$ cat config.mk
export PLATFORM = sky130hd
export DESIGN_NAME = ex2_ldst_ahb_t
export DESIGN_NICKNAME = d
export VERILOG_FILES = /design/src/rtl/ldst_ahb_pkg.sv /design/src/rtl/ldst_lane_align.sv /design/src/rtl/ex2_ldst_ahb_t.sv
export SDC_FILE = /design/constraint.sdc
export NUM_CORES = 1
export LEC_CHECK = 0
export CORE_AREA = 2 2 150 152
export CTS_CLUSTER_DIAMETER = 200
export DETAILED_ROUTE_END_ITERATION = 16
export DIE_AREA = 0 0 152 154
export DONT_BUFFER_PORTS = 1
export GPL_TIMING_DRIVEN = 1
export HOLD_SLACK_MARGIN = 0.03
export PLACE_DENSITY = 0.44
export SYNTH_ARGS = -nofsm -noshare
export SYNTH_HDL_FRONTEND = slang
export SYNTH_HIERARCHICAL = 1
export SYNTH_SLANG_ARGS = --single-unit
export TNS_END_PERCENT = 30
$ cat constraint.sdc
create_clock -name CLK -period 4.4 [get_ports CLK]
set_clock_uncertainty 0.05 [all_clocks]
set_input_delay 0.88 -clock CLK [delete_from_list [all_inputs] [get_ports CLK]]
set_output_delay 0.88 -clock CLK [all_outputs]
set_load 0.1 [all_outputs]
$ cat src/rtl/ldst_ahb_pkg.sv
// ldst_ahb_pkg: memop codes, AHB-Lite constants and memop decode helpers
package ldst_ahb_pkg;
  localparam logic [3:0] MO_NONE = 4'h0, MO_SB = 4'h1, MO_SH = 4'h2, MO_SW = 4'h3, MO_SD = 4'h4;
  localparam logic [3:0] MO_LB = 4'h9, MO_LBU = 4'hA, MO_LH = 4'hB, MO_LHU = 4'hC;
  localparam logic [3:0] MO_LW = 4'hD, MO_LWU = 4'hE, MO_LD = 4'hF;
  localparam logic [1:0] HTRANS_IDLE = 2'b00, HTRANS_NONSEQ = 2'b10;
  localparam logic [2:0] HBURST_SINGLE = 3'b000;
  localparam logic [2:0] HSIZE_B = 3'd0, HSIZE_H = 3'd1, HSIZE_W = 3'd2, HSIZE_D = 3'd3;

  function automatic logic [2:0] memop_size(input logic [3:0] op);
    return (op inside {MO_SW, MO_LW, MO_LWU}) ? HSIZE_W :
           (op inside {MO_SD, MO_LD})         ? HSIZE_D :
           (op inside {MO_SH, MO_LH, MO_LHU}) ? HSIZE_H : HSIZE_B;
  endfunction

  function automatic logic memop_is_store(input logic [3:0] op);
    return op inside {MO_SB, MO_SH, MO_SW, MO_SD};
  endfunction

  function automatic logic memop_is_signed(input logic [3:0] op);
    return op inside {MO_LB, MO_LH, MO_LW};
  endfunction

  function automatic logic memop_legal(input logic [3:0] op, input int data_w);
    return (op inside {MO_SB, MO_SH, MO_SW, MO_LB, MO_LBU, MO_LH, MO_LHU, MO_LW}) ||
           (data_w == 64 && (op inside {MO_SD, MO_LWU, MO_LD}));
  endfunction
endpackage

$ cat src/rtl/ldst_lane_align.sv
// ldst_lane_align: store byte-lane alignment and load lane extraction with extension
module ldst_lane_align #(
  parameter int DATA_W = 32,
  localparam int OFS = $clog2(DATA_W / 8)
) (
  input  logic [OFS-1:0]    st_ofs,
  input  logic [DATA_W-1:0] st_data,
  output logic [DATA_W-1:0] st_aligned,
  input  logic [OFS-1:0]    ld_ofs,
  input  logic [2:0]        ld_size,
  input  logic              ld_signed,
  input  logic [DATA_W-1:0] ld_data,
  output logic [DATA_W-1:0] ld_ext
);
  logic [DATA_W-1:0] sh, mask;
  logic sgn;
  // mask wraps to all-ones when the access is the full bus width
  always_comb begin
    st_aligned = st_data << {st_ofs, 3'b000};
    sh = ld_data >> {ld_ofs, 3'b000};
    mask = (DATA_W'(1) << (7'd8 << ld_size)) - DATA_W'(1);
    sgn = ld_signed & (|(sh & mask & ~(mask >> 1)));
    ld_ext = (sh & mask) | ({DATA_W{sgn}} & ~mask);
  end
endmodule

$ cat src/rtl/ex2_ldst_ahb_t.sv
// ex2_ldst_ahb_t: pipelined AHB-Lite load/store master with overlapped
// address/data phases, wait states and two-cycle error response
module ex2_ldst_ahb_t
  import ldst_ahb_pkg::*;
#(
  parameter int ADDR_W = 32,
  parameter int DATA_W = 32,
  parameter logic [3:0] HPROT_VAL = 4'h3
) (
  input  logic              CLK,
  input  logic              RST,
  input  logic              req_valid,
  output logic              req_ready,
  input  logic [3:0]        req_memop,
  input  logic [ADDR_W-1:0] req_addr,
  input  logic [DATA_W-1:0] req_wdata,
  output logic              rsp_valid,
  output logic [DATA_W-1:0] rsp_rdata,
  output logic              rsp_err,
  output logic              rsp_misaligned,
  output logic              busy,
  output logic [ADDR_W-1:0] HADDR,
  output logic [2:0]        HBURST,
  output logic              HMASTLOCK,
  output logic [3:0]        HPROT,
  output logic [2:0]        HSIZE,
  output logic [1:0]        HTRANS,
  output logic              HWRITE,
  output logic [DATA_W-1:0] HWDATA,
  input  logic [DATA_W-1:0] HRDATA,
  input  logic              HREADY,
  input  logic              HRESP
);
  localparam int OFS = $clog2(DATA_W / 8);

  logic aph_valid, aph_write, dph_valid, err_q, imm_valid, imm_mis;
  logic [ADDR_W-1:0] aph_addr;
  logic [3:0] aph_op, dph_op;
  logic [2:0] aph_size, req_size;
  logic [DATA_W-1:0] aph_wdata, dph_wdata, st_aligned, ld_ext;
  logic [OFS-1:0] dph_ofs;
  logic req_mis, req_bad, req_good, accept, adv, retire;

  ldst_lane_align #(.DATA_W(DATA_W)) u_align (
    .st_ofs(req_addr[OFS-1:0]),
    .st_data(req_wdata),
    .st_aligned(st_aligned),
    .ld_ofs(dph_ofs),
    .ld_size(memop_size(dph_op)),
    .ld_signed(memop_is_signed(dph_op)),
    .ld_data(HRDATA),
    .ld_ext(ld_ext)
  );

  // bad requests bypass the bus, so they wait for an empty pipe to keep responses ordered
  always_comb begin
    req_size = memop_size(req_memop);
    req_mis = (req_memop != MO_NONE) & (|(req_addr[2:0] & 3'((4'd1 << req_size) - 4'd1)));
    req_bad = (req_memop != MO_NONE) & (req_mis | ~memop_legal(req_memop, DATA_W));
    req_good = (req_memop != MO_NONE) & ~req_bad;
    req_ready = ~RST & ~err_q & (~aph_valid | HREADY) & (~req_bad | (~aph_valid & ~dph_valid));
    accept = req_valid & req_ready;
    adv = aph_valid & HREADY & ~err_q;
    retire = dph_valid & HREADY;
    rsp_valid = ~RST & (imm_valid | retire);
    rsp_misaligned = rsp_valid & imm_valid & imm_mis;
    rsp_err = rsp_valid & (imm_valid ? ~imm_mis : (err_q | HRESP));
    rsp_rdata = (rsp_valid & ~imm_valid & ~err_q & ~HRESP & ~memop_is_store(dph_op)) ? ld_ext : '0;
    busy = aph_valid | dph_valid | err_q;
    HTRANS = (aph_valid & ~err_q) ? HTRANS_NONSEQ : HTRANS_IDLE;
  end

  assign HADDR = aph_addr;
  assign HSIZE = aph_size;
  assign HWRITE = aph_write;
  assign HWDATA = dph_wdata;
  assign HBURST = HBURST_SINGLE;
  assign HMASTLOCK = 1'b0;
  assign HPROT = HPROT_VAL;

  always_ff @(posedge CLK) begin
    if (RST) begin
      aph_valid <= 1'b0;
      aph_write <= 1'b0;
      aph_addr <= '0;
      aph_op <= MO_NONE;
      aph_size <= '0;
      aph_wdata <= '0;
      dph_valid <= 1'b0;
      dph_op <= MO_NONE;
      dph_ofs <= '0;
      dph_wdata <= '0;
      err_q <= 1'b0;
      imm_valid <= 1'b0;
      imm_mis <= 1'b0;
    end else begin
      imm_valid <= accept & req_bad;
      imm_mis <= req_mis;
      if (accept & req_good) begin
        aph_addr <= req_addr;
        aph_op <= req_memop;
        aph_size <= req_size;
        aph_write <= memop_is_store(req_memop);
        aph_wdata <= memop_is_store(req_memop) ? st_aligned : '0;
      end
      aph_valid <= (accept & req_good) | (aph_valid & ~adv);
      if (adv) begin
        dph_op <= aph_op;
        dph_ofs <= aph_addr[OFS-1:0];
        dph_wdata <= aph_wdata;
      end
      dph_valid <= adv | (dph_valid & ~retire);
      err_q <= err_q ? ~HREADY : (dph_valid & HRESP & ~HREADY);
    end
  end

  hresp_first_cycle: assert property (@(posedge CLK) disable iff (RST)
    !(dph_valid && HREADY && HRESP && !err_q));
endmodule

Yosys cells after proc, flatten, opt, wreduce, memory -nomap -nowiden

Index checks and enable logic that the tools add are counted.

Bits in writable memories: 0
Output and inout port bits: 115
Bits of input ports: 105
Memories: 0
Memory bits (read-only): 0
Register bits: 115
Logic and storage cells: 121
Bits in latches: 0

Order comparisons: 0
Div/mod/pow operators: 0
Reduce and logical (&&, ||, !) cells: 13
Bitwise operators: 56
$mul: 0
Multiplexer cells: 11
Equal/unequal tests: 21
Shifts and indexed selects: 5
$add $sub $neg: 2

Operators with widths:

| cell                                               | number |
|---|---|
| bitwise AND 32 bit                                 | 3 |
| two-way mux 32 bit                                 | 2 |
| == test 4 bit, second input constant               | 13 |
| NOT 31 -> 32 bit                                   | 1 |
| NOT 32 bit                                         | 1 |
| bitwise OR 32 bit                                  | 1 |
| OR reduction 32 bit                                | 1 |
| << shifter 1 x 7 -> 32 bit, first input constant   | 1 |
| << shifter 32 x 5 -> 32 bit                        | 1 |
| right shift 32 x 5 -> 32 bit                       | 1 |
| subtractor 32 x 2 -> 32 bit, second input constant | 1 |
| bitwise AND 1 bit                                  | 27 |
| == test 4 x 2 -> 1 bit, second input constant      | 4 |
| nonzero test 3 bit                                 | 5 |
| NOT 1 bit                                          | 13 |
| nonzero test 4 bit                                 | 3 |
| two-way mux 2 bit                                  | 5 |
| bitwise OR 1 bit                                   | 9 |
| == test 4 x 1 -> 1 bit, second input constant      | 2 |
| == test 4 x 3 -> 1 bit, second input constant      | 2 |
| nonzero test 8 bit                                 | 1 |
| << shifter 4 x 2 -> 7 bit, first input constant    | 1 |
| two-way mux 1 bit                                  | 4 |
| nonzero test 2 bit                                 | 2 |
| 4 further kinds                                    | 4 |

Depth between registers and ports, before layout

Gate-level depths: netlist (run 1).

Depth in word-level cells: 18
Depth in mapped cells: 13
Gate-level depth less buffers: 12

Modules after synthesis

Netlist (run 1), hierarchy kept.

Modules (own cells, without submodules):

| module          | area each (um^2) | instances | cells each | seq. area each (um^2) |
|---|---|---|---|---|
| ex2_ldst_ahb_t  | 5,008.6          | 1         | 599        | 2,282.2 |
| ldst_lane_align | 1,446.4          | 1         | 223        | 0.0 |

Worst setup path before layout (run 1)

OpenSTA, ideal clock, no wires.

Kind: input -> output
Start: input RST
End: output rsp_err
Arrival time: 5.891 ns
Buffers on the path: 2
Path slack: -2.421 ns
Data required time: 3.470 ns
Cell stages on the path: 3
Cells stage by stage: clkbuf_1 clkbuf_1 a2111oi_0

Word-level cells in the longest chain between the ends: 3

Ends and longest elaborated chain:

| element           | line                 | RTL |
|---|---|---|
| from (decl)       | ex2_ldst_ahb_t.sv:11 | `input logic RST,` |
| NOT 1 bit         | ex2_ldst_ahb_t.sv:65 | `rsp_valid = ~RST & (imm_valid \| retire);` |
| bitwise AND 1 bit | ex2_ldst_ahb_t.sv:65 |  |
| bitwise AND 1 bit | ex2_ldst_ahb_t.sv:67 | `rsp_err = rsp_valid & (imm_valid ? ~imm_mis : (err_q \| HRESP));` |
| to (decl)         | ex2_ldst_ahb_t.sv:19 | `output logic rsp_err,` |

Every way passes these cells.

Worst setup path after layout (run 1)

Start: register dph_op[1]
End: output rsp_rdata[27]

Word-level cells in the longest chain between the ends: 15
Elaborated cells on any way between the ends: 32
Those cells by class: add/sub: 1; eq/ne: 10; shift: 2; mux: 4; bitwise: 9; reduce/logical: 6

Ends and longest elaborated chain:

| element                                                       | line                                         | RTL |
|---|---|---|
| from (decl)                                                   | ex2_ldst_ahb_t.sv:38                         | `logic [3:0] aph_op, dph_op;` |
| from (signal assigned)                                        | ex2_ldst_ahb_t.sv:108                        | `dph_op <= aph_op;` |
| == test 4 x 2 -> 1 bit (tied with other cells)                | ldst_ahb_pkg.sv:13                           | `(op inside {MO_SH, MO_LH, MO_LHU}) ? HSIZE_H : HSIZE_B;` |
| nonzero test 3 bit                                            | ldst_ahb_pkg.sv:13                           |  |
| two-way mux 1 bit                                             | ldst_ahb_pkg.sv:13                           |  |
| two-way mux 2 bit                                             | ldst_ahb_pkg.sv:12                           | `(op inside {MO_SD, MO_LD}) ? HSIZE_D :` |
| two-way mux 2 bit                                             | ldst_ahb_pkg.sv:11                           | `return (op inside {MO_SW, MO_LW, MO_LWU}) ? HSIZE_W :` |
| << shifter 4 x 2 -> 7 bit                                     | ldst_lane_align.sv:21                        | `mask = (DATA_W'(1) << (7'd8 << ld_size)) - DATA_W'(1);` |
| << shifter 1 x 7 -> 32 bit                                    | ldst_lane_align.sv:21                        |  |
| subtractor 32 x 2 -> 32 bit                                   | ldst_lane_align.sv:21                        |  |
| bitwise AND 32 bit / NOT 31 -> 32 bit (equally long branches) | ldst_lane_align.sv:22, ldst_lane_align.sv:23 |  |
| bitwise AND 32 bit                                            | ldst_lane_align.sv:22                        | `sgn = ld_signed & (\|(sh & mask & ~(mask >> 1)));` |
| OR reduction 32 bit                                           | ldst_lane_align.sv:22                        |  |
| bitwise AND 1 bit                                             | ldst_lane_align.sv:22                        |  |
| bitwise AND 32 bit                                            | ldst_lane_align.sv:23                        | `ld_ext = (sh & mask) \| ({DATA_W{sgn}} & ~mask);` |
| bitwise OR 32 bit (*)                                         | ldst_lane_align.sv:23                        |  |
| net ld_ext[27]                                                | ex2_ldst_ahb_t.sv:40                         | `logic [DATA_W-1:0] aph_wdata, dph_wdata, st_aligned, ld_ext;` |
| two-way mux 32 bit (*)                                        | ex2_ldst_ahb_t.sv:68                         | `rsp_rdata = (rsp_valid & ~imm_valid & ~err_q & ~HRESP & ~memop_is_store(dph_op)) ? ld_ext : '0;` |
| to (decl)                                                     | ex2_ldst_ahb_t.sv:18                         | `output logic [DATA_W-1:0] rsp_rdata,` |

The timed path passes the listed nets; every way through them passes the cells marked *.

==> results.md, run 1 <==
* Status: completed
* Critical Path Start Type: flop
* FMAX at 231 MHz
* Root buf cell: clkbuf_16
* Largest area contributor in the synthesized netlist: dfxtp_1
* Static leakage at 2.86 nW
* Worst r2r path cells at 7
* Hold Path Origin: aph_op[1]$_SDFFE_PP0P_
* Initial antenna violation count at 0
* Port buffer count at 0
* Largest net degree at the start of global routing at 121
* Die extent in x at 152 µm
* Clock-pin slew of the registers on the worst-case setup and hold paths at 0.05 ns
* Worst Max-Slew Pin Slew at 1.06 ns
* Setup TNS at 0 ns
* 1st-iter DRT viols at 389
* Syn Area/Cell at 7.85 µm²
* Delay of the slowest cell on the worst path at 0.53 ns
* Mean routed wirelength per cell at 18.2 µm
* Share of synthesized flip-flops with an asynchronous set or reset at 0%
* Pins Over Slew Limit at 0
* Worst skew pair latency at 0.40 ns
* Top Ports at 220
* Multiplexer area fraction after synthesis at 6.75%
* First-pass GRT wire length at 32.2 mm
* Hold endpoint: dph_op[1]$_SDFFE_PP0P_
* Nets at 944
* Pre-Repair DR Iteration Count at 4
* Vias at 5819
* N_diodes at 0
* Synth Area in XOR/XNOR at 0.678%
* Adder-Cell Fraction of Synth Area at 0.194%
* Die H at 154 µm
* Yosys warns at 6
* Hold WS at 0.386 ns
* DP Area at 7040 µm²
* CP Max Fanout at 7
* Worst setup path category: reg -> out
* Crit. End Element: output pin
* Hold Crit Depth at 2
* Post-synthesis compound-gate area fraction at 23.4%
* Reg2reg start: aph_valid$_SDFF_PP0_
* Initial core utilization at 29.8%
* Most frequent cell after synthesis: nand2_1
* Required @ worst endpoint at 3.47 ns
* Crit share post-route at 98.5%
* Final hold violation count at 0
* VDD IR max at 0.232 mV
* CTS Sinks at 114
* Primary FF master, synth: dfxtp_1
* Tot GR Track Use at 17.0%
* Synth Area in Simple Gates at 26.7%
* CP Cell Sequence: nor2_4 > xor2_1 > a22o_1 > or3_4 > ha_4 > and3_4 > a2111o_1 > o311a_4 > a21o_1 > and2_4 > buf_12
* Post-layout instance area at 7860 µm²
* Grt ovf at 0
* Max-cap violations at 0
* Sequential area share after synthesis at 35.4%
* Worst path arrival time at 3.40 ns
* Final Core Density at 36.3%
* Vias per cell at 5.15
* Post-Syn Area at 6450 µm²
* Highest-delay cell along the critical path: a2111o_1
* Distinct cell type count after synthesis at 66
* Area contributors post-synth: dfxtp_1 35%, nand2_1 7.5%, a21oi_1 7.1%, o21ai_0 4.8%, mux2i_1 4.7%
* Post-synth EDFFs at 0
* Vias in the first global route at 5536
* Row Count at 54
* Clock buffer count from CTS at 17
* Endpoint of the worst-slack reg-to-reg timing path: aph_wdata[2]$_SDFFE_PP0P_
* Max_slew headroom at 29.2%
* RePlAce Congestion at 0.889
* Clock Path Buffers at 2
* Largest family of logic cells by synthesized area: simple AND/OR/NAND/NOR gates
* DR DRC count at 0
* Hold Buf Count CTS at 0
* Synth-to-Final Area Change at 21.8%
* Post-synth top cells: 129 x nand2_1, 114 x dfxtp_1, 92 x a21oi_1, 62 x o21ai_0, 46 x clkbuf_1
* CTS tree: done
* Unrepaired setup endpoints after global routing: yes
* Worst min-delay path category: reg -> reg
* Tot Pwr at 0.00292 W
* DRT Wirelength at 20.5 mm
* Die ar. at 23400 µm²
* Share of cells above drive strength 1 at 20.4%
* Final setup viols at 0
* Cell Pwr Density at 371 nW/µm²
* Core box area at 21700 µm²
* Synth top area share at 35.4%
* Post-synthesis cell count at 822
* Antenna-violating nets left at 0
* H-tree levels at 4
* Flops & latches, synth at 114
* Worst R2R Setup Slack at 1.99 ns
* Tmin final at 4.33 ns
* DP Wirelength at 14.0 mm
==> flip-flops by register name, summed over array words and instances (netlist names) <==
name and cells:
HSIZE 2, imm_valid 1, dph_valid 1, aph_wdata 32, HWDATA 32, aph_op 4, imm_mis 1, dph_op 4
HADDR 32, err_q 1, aph_valid 1, HWRITE 1, dph_ofs 2
==> per-layer routing <==
| metal | wire length (µm) | GRT usage (%) | up-vias |
|---|---|---|---|
| li1 | - | - | 2892 |
| met1 | 9150 | 21.7 | 2719 |
| met2 | 9630 | 27.5 | 191 |
| met3 | 1480 | 5.50 | 17 |
| met4 | 267 | 5.12 | 0 |
| met5 | 0 | 0 | - |
==> logic make-up (layout without fill, tap and decap cells) <==
group | Yosys count | in the layout
adders and majority gates | 1 | 1
xor gates and xnor gates | 5 | 5
other | 2 | 18
buffers and inverters | 86 | 98
and+or+nand+nor | 338 | 338
DFF | 114 | 114
AOI/OAI and AO/OA | 235 | 235
muxes | 41 | 41
==> report_power, final <==
group	switching [W]	leakage, nW	internal, W	total [W]
registers	0.0000862	0.923	0.00105	0.00113
clock network	0.000481	0.311	0.00100	0.00148
logic	0.000210	1.63	0.0000911	0.000301
==> cells in the final DEF, fill, tap and decap left out, types with 4 or more instances in the layout <==
cell,instances
and2_1,34
and2_4,7
dfxtp_1,110
nand2_1,129
mux2_2,10
nor3_1,5
nor2b_1,15
a21oi_1,92
nor2_1,17
clkinv_2,4
clkbuf_8,4
o211ai_1,7
buf_12,14
buf_4,48
nand3_1,40
o21ai_0,62
a21o_1,7
nand2b_1,35
nand4_1,33
bufinv_16,4
conb_1,18
mux2i_1,30
clkbuf_16,17
a211oi_1,10
xor2_1,4
o21ai_2,31
==> how the worst max path moves through the flow <==
stage / start / end / slack (ns) / depth (start not counted)
floorplan: dph_op[0]$_SDFFE_PP0P_ / rsp_rdata[25] / 0.17 / 12
global placement: dph_op[0]$_SDFFE_PP0P_ / rsp_rdata[17] / 0.26 / 11
detailed placement: dph_op[0]$_SDFFE_PP0P_ / rsp_rdata[20] / 0.19 / 11
CTS: dph_op[0]$_SDFFE_PP0P_ / rsp_rdata[12] / 0.01 / 12
global route: dph_op[1]$_SDFFE_PP0P_ / rsp_rdata[27] / -0.03 / 11
finish: dph_op[1]$_SDFFE_PP0P_ / rsp_rdata[27] / 0.07 / 11
==> what timing repair did <==
action | 4_1_cts | 5_1_grt
gates resized for setup | 6 | 20
buffers inserted | 1 | 11
setup endpoints to repair | 23 | 23
pin swaps | 3 | 8
==> worst max-delay path, delay by kind of cell (launching register included) <==
kind	cells	cell delay (ns)
xor gates and xnor gates	1	0.13
adders and majority gates	1	0.18
DFF	1	0.37
and+or+nand+nor	4	0.75
AOI/OAI and AO/OA	4	1.39
buffers and inverters	1	0.16
==> per-stage QoR <==
step | setup slack, ns | instances
2_1_floorplan | 0.168 | 838
3_3_place_gp | 0.257 | 1087
3_5_place_dp | 0.190 | 1087
4_1_cts | 0.0145 | 1119
5_1_grt | -0.0313 | 1130
6_report | 0.0659 | 1130
==> area by class of cell <==
| class | count | area [µm²] |
|---|---|---|
| well taps | 280 | 350 |
| fillers | 2271 | 13800 |
| repair buffers | 63 | 668 |
| clock buffers | 21 | 480 |
| inverters | 4 | 15.0 |
| flip-flops and latches | 114 | 2290 |
| clock inverters | 10 | 155 |
| multi-input cells | 638 | 3900 |
(Power assumes the default switching activity.)
==> run 2, diff against run 1 <==
Settings changed: CELL_PAD_IN_SITES_DETAIL_PLACEMENT set to 1, CELL_PAD_IN_SITES_GLOBAL_PLACEMENT set to 1, PLACE_DENSITY 0.44 to 0.57.
==> run 2 against run 1 <==
Net effect:
- critical path depth did not move
- sequential power barely moved
- highest routed layer is now met5
- clock-buffer cell count fell by 1
- wire length rose by 4.8%
==> results.md, run 2 (synthesized netlist as in run 1, its figures left out) <==
* Required @ worst endpoint at 3.47 ns (about the same)
* Static leakage at 2.80 nW (-2.3%)
* Crit. End Element: output pin
* Worst skew pair latency at 0.41 ns (about the same)
* Commonest non-fill, non-tap cell in the layout: nand2_1
* Die extent in x at 152 µm (unchanged)
* N_diodes at 0 (unchanged)
* Tot GR Track Use at 18.0% (+0.92 points)
* Core box area at 21700 µm² (unchanged)
* Share of cells above drive strength 1 at 19.3% (-1.1 points)
* Synth-to-Final Area Change at 21.2%
* FMAX at 233 MHz (+1.0%)
* Delay of the slowest cell on the worst path at 0.47 ns (-0.06 ns)
* Vias at 5928 (+1.9%)
* Port buffer count at 0 (unchanged)
* Initial antenna violation count at 1 (+1)
* Worst Max-Slew Pin Slew at 1.06 ns (-0.000750 ns)
* Pins Over Slew Limit at 0 (unchanged)
* CP Max Fanout at 7 (unchanged)
* Clock-pin slew of the registers on the worst-case setup and hold paths at 0.05 ns (about the same)
* Hold Buf Count CTS at 0 (unchanged)
* Highest-delay cell along the critical path: o311a_4
* Top Ports at 220 (unchanged)
* Pre-Repair DR Iteration Count at 4 (unchanged)
* Hold WS at 0.387 ns (+0.00118 ns)
* Die ar. at 23400 µm² (unchanged)
* Antenna-violating nets left at 0 (unchanged)
* Post-layout instance area at 7820 µm² (-0.51%)
* Root buf cell: clkbuf_16
* Clock Path Buffers at 2 (unchanged)
* Die H at 154 µm (unchanged)
* Nets at 939 (-0.53%)
* DRT Wirelength at 21.5 mm (+4.8%)
* Worst setup endpoint: rsp_rdata[29]
* Worst r2r path cells at 7 (unchanged)
* CTS Sinks at 114 (unchanged)
* Highest-count cells in the layout ignoring fill and taps: 129 x nand2_1, 110 x dfxtp_1, 89 x a21oi_1, 55 x o21ai_0
* Count of non-filler cells in the finished layout at 1125 (-0.44%)
* Worst R2R Setup Slack at 1.96 ns (-0.03 ns)
* Mean routed wirelength per cell at 19.1 µm (+5.3%)
* VDD IR max at 0.237 mV (+2.5%)
* Grt ovf at 0 (unchanged)
* Initial core utilization at 29.8% (unchanged)
* Cell Pwr Density at 352 nW/µm² (-5.2%)
* Worst path arrival time at 3.36 ns (-0.04 ns)
* Placed insts at 1087 (unchanged)
* Max-cap violations at 0 (unchanged)
* Final hold violation count at 0 (unchanged)
* Max_slew headroom at 29.2% (+0.050 points)
* Worst min-delay path category: reg -> reg
* Tmin final at 4.29 ns (-0.0448 ns)
* DP Area at 7090 µm² (+0.71%)
* Endpoint of the worst-slack reg-to-reg timing path: aph_wdata[6]$_SDFFE_PP0P_
* CP Cell Sequence: inv_2 > nor3_4 > a21oi_2 > o22ai_2 > or3b_4 > and3_4 > a2111o_1 > o311a_4 > a21o_1 > and2_1 > buf_12
* Status: completed
* Crit share post-route at 97.5% (-1.0 points)
* Setup ws final at 0.111 ns (+0.0448 ns)
* DR DRC count at 0 (unchanged)
* Vias in the first global route at 6055 (+9.4%)
* Hold Path Origin: aph_op[1]$_SDFFE_PP0P_
* First-pass GRT wire length at 34.0 mm (+5.6%)
* 1st-iter DRT viols at 258 (-34%)
* Filler cell count at 2541 (+12%)
* H-tree levels at 4 (unchanged)
* DP Wirelength at 14.7 mm (+5.2%)
* Largest net degree at the start of global routing at 121 (unchanged)
* CTS tree: done
* Critical Path Start: dph_op[1]$_SDFFE_PP0P_
* Row Count at 54 (unchanged)
* Reg2reg start: aph_valid$_SDFF_PP0_
* Final setup viols at 0 (unchanged)
* Clock buffer count from CTS at 17 (unchanged)
* Vias per cell at 5.27 (+2.3%)
* Worst setup path category: reg -> out
* Critical Path Start Type: flop
* Dpl ws at 0.0703 ns (-0.119 ns)
* RePlAce Congestion at 0.832 (-6.4%)
-- run 2: cell types whose count changed in the layout (fill, tap and decap cells not counted), moves of 4 or more --
cell      change
and2_4        -6
o21ai_1       +7
o21ai_0       -7
buf_4        -17
clkbuf_8      -4
buf_6         +8
and2_1        +6
-- run 2: worst min path at each step --
stage,end,slack [ns],cells after the start
3_5_place_dp,dph_op[2]$_SDFFE_PP0P_,0.39,2
3_3_place_gp,dph_op[0]$_SDFFE_PP0P_,0.39,2
6_report,dph_op[1]$_SDFFE_PP0P_,0.39,2
2_1_floorplan,dph_op[1]$_SDFFE_PP0P_,0.38,2
4_1_cts,dph_op[2]$_SDFFE_PP0P_,0.40,2
5_1_grt,HWDATA[7]$_SDFFE_PP0P_,0.42,2
-- run 2: area by class of cell --
class / count / area, µm² / area share [%]
Clock inverter: 11 / 115 / 1.47
Timing Repair Buffer: 58 / 706 / 9.02
Tap cell: 280 / 350 / 4.48
Inverter: 4 / 15.0 / 0.192
Sequential cell: 114 / 2290 / 29.3
Clock buffer: 20 / 437 / 5.58
Multi-Input combinational cell: 638 / 3910 / 50.0
-- run 2: repair_timing --
item,in CTS,in global routing
gates cloned,0,0
pin swaps,6,6
setup buffers,2,5
setup endpoints to repair,24,22
gates resized for setup,14,28
endpoints found under the hold margin,0,0
-- run 2: worst max-delay path, delay by kind of cell (launching register included) --
family | cells | cell delay, ns
simple gates | 4 | 0.98
compound gates | 5 | 1.37
buf+inv | 2 | 0.24
flops | 1 | 0.37
-- run 2: routing by layer --
metal | routed length (µm) | GRT usage, % | vias to the layer above
met5 | 7 | 0 | -
met4 | 308 | 5.74 | 2
met3 | 1490 | 5.61 | 23
met2 | 10100 | 29.9 | 176
met1 | 9570 | 22.2 | 2846
li1 | - | - | 2881
-- run 2: power breakdown --
part / leakage (nW) / internal, W / switching (W)
Combinational: 1.61 / 0.0000897 / 0.000214
Clock: 0.261 / 0.000823 / 0.000489
Sequential: 0.923 / 0.00105 / 0.0000860
-- run 2: metrics by stage --
stage          util [%]  total power [W]  TNS [ns]
2_1_floorplan         -          0.00143         0
3_3_place_gp       32.7          0.00145         0
3_5_place_dp       32.7          0.00145         0
4_1_cts            35.5          0.00278         0
5_1_grt            36.1          0.00285  -0.00782
6_report           36.1          0.00275         0
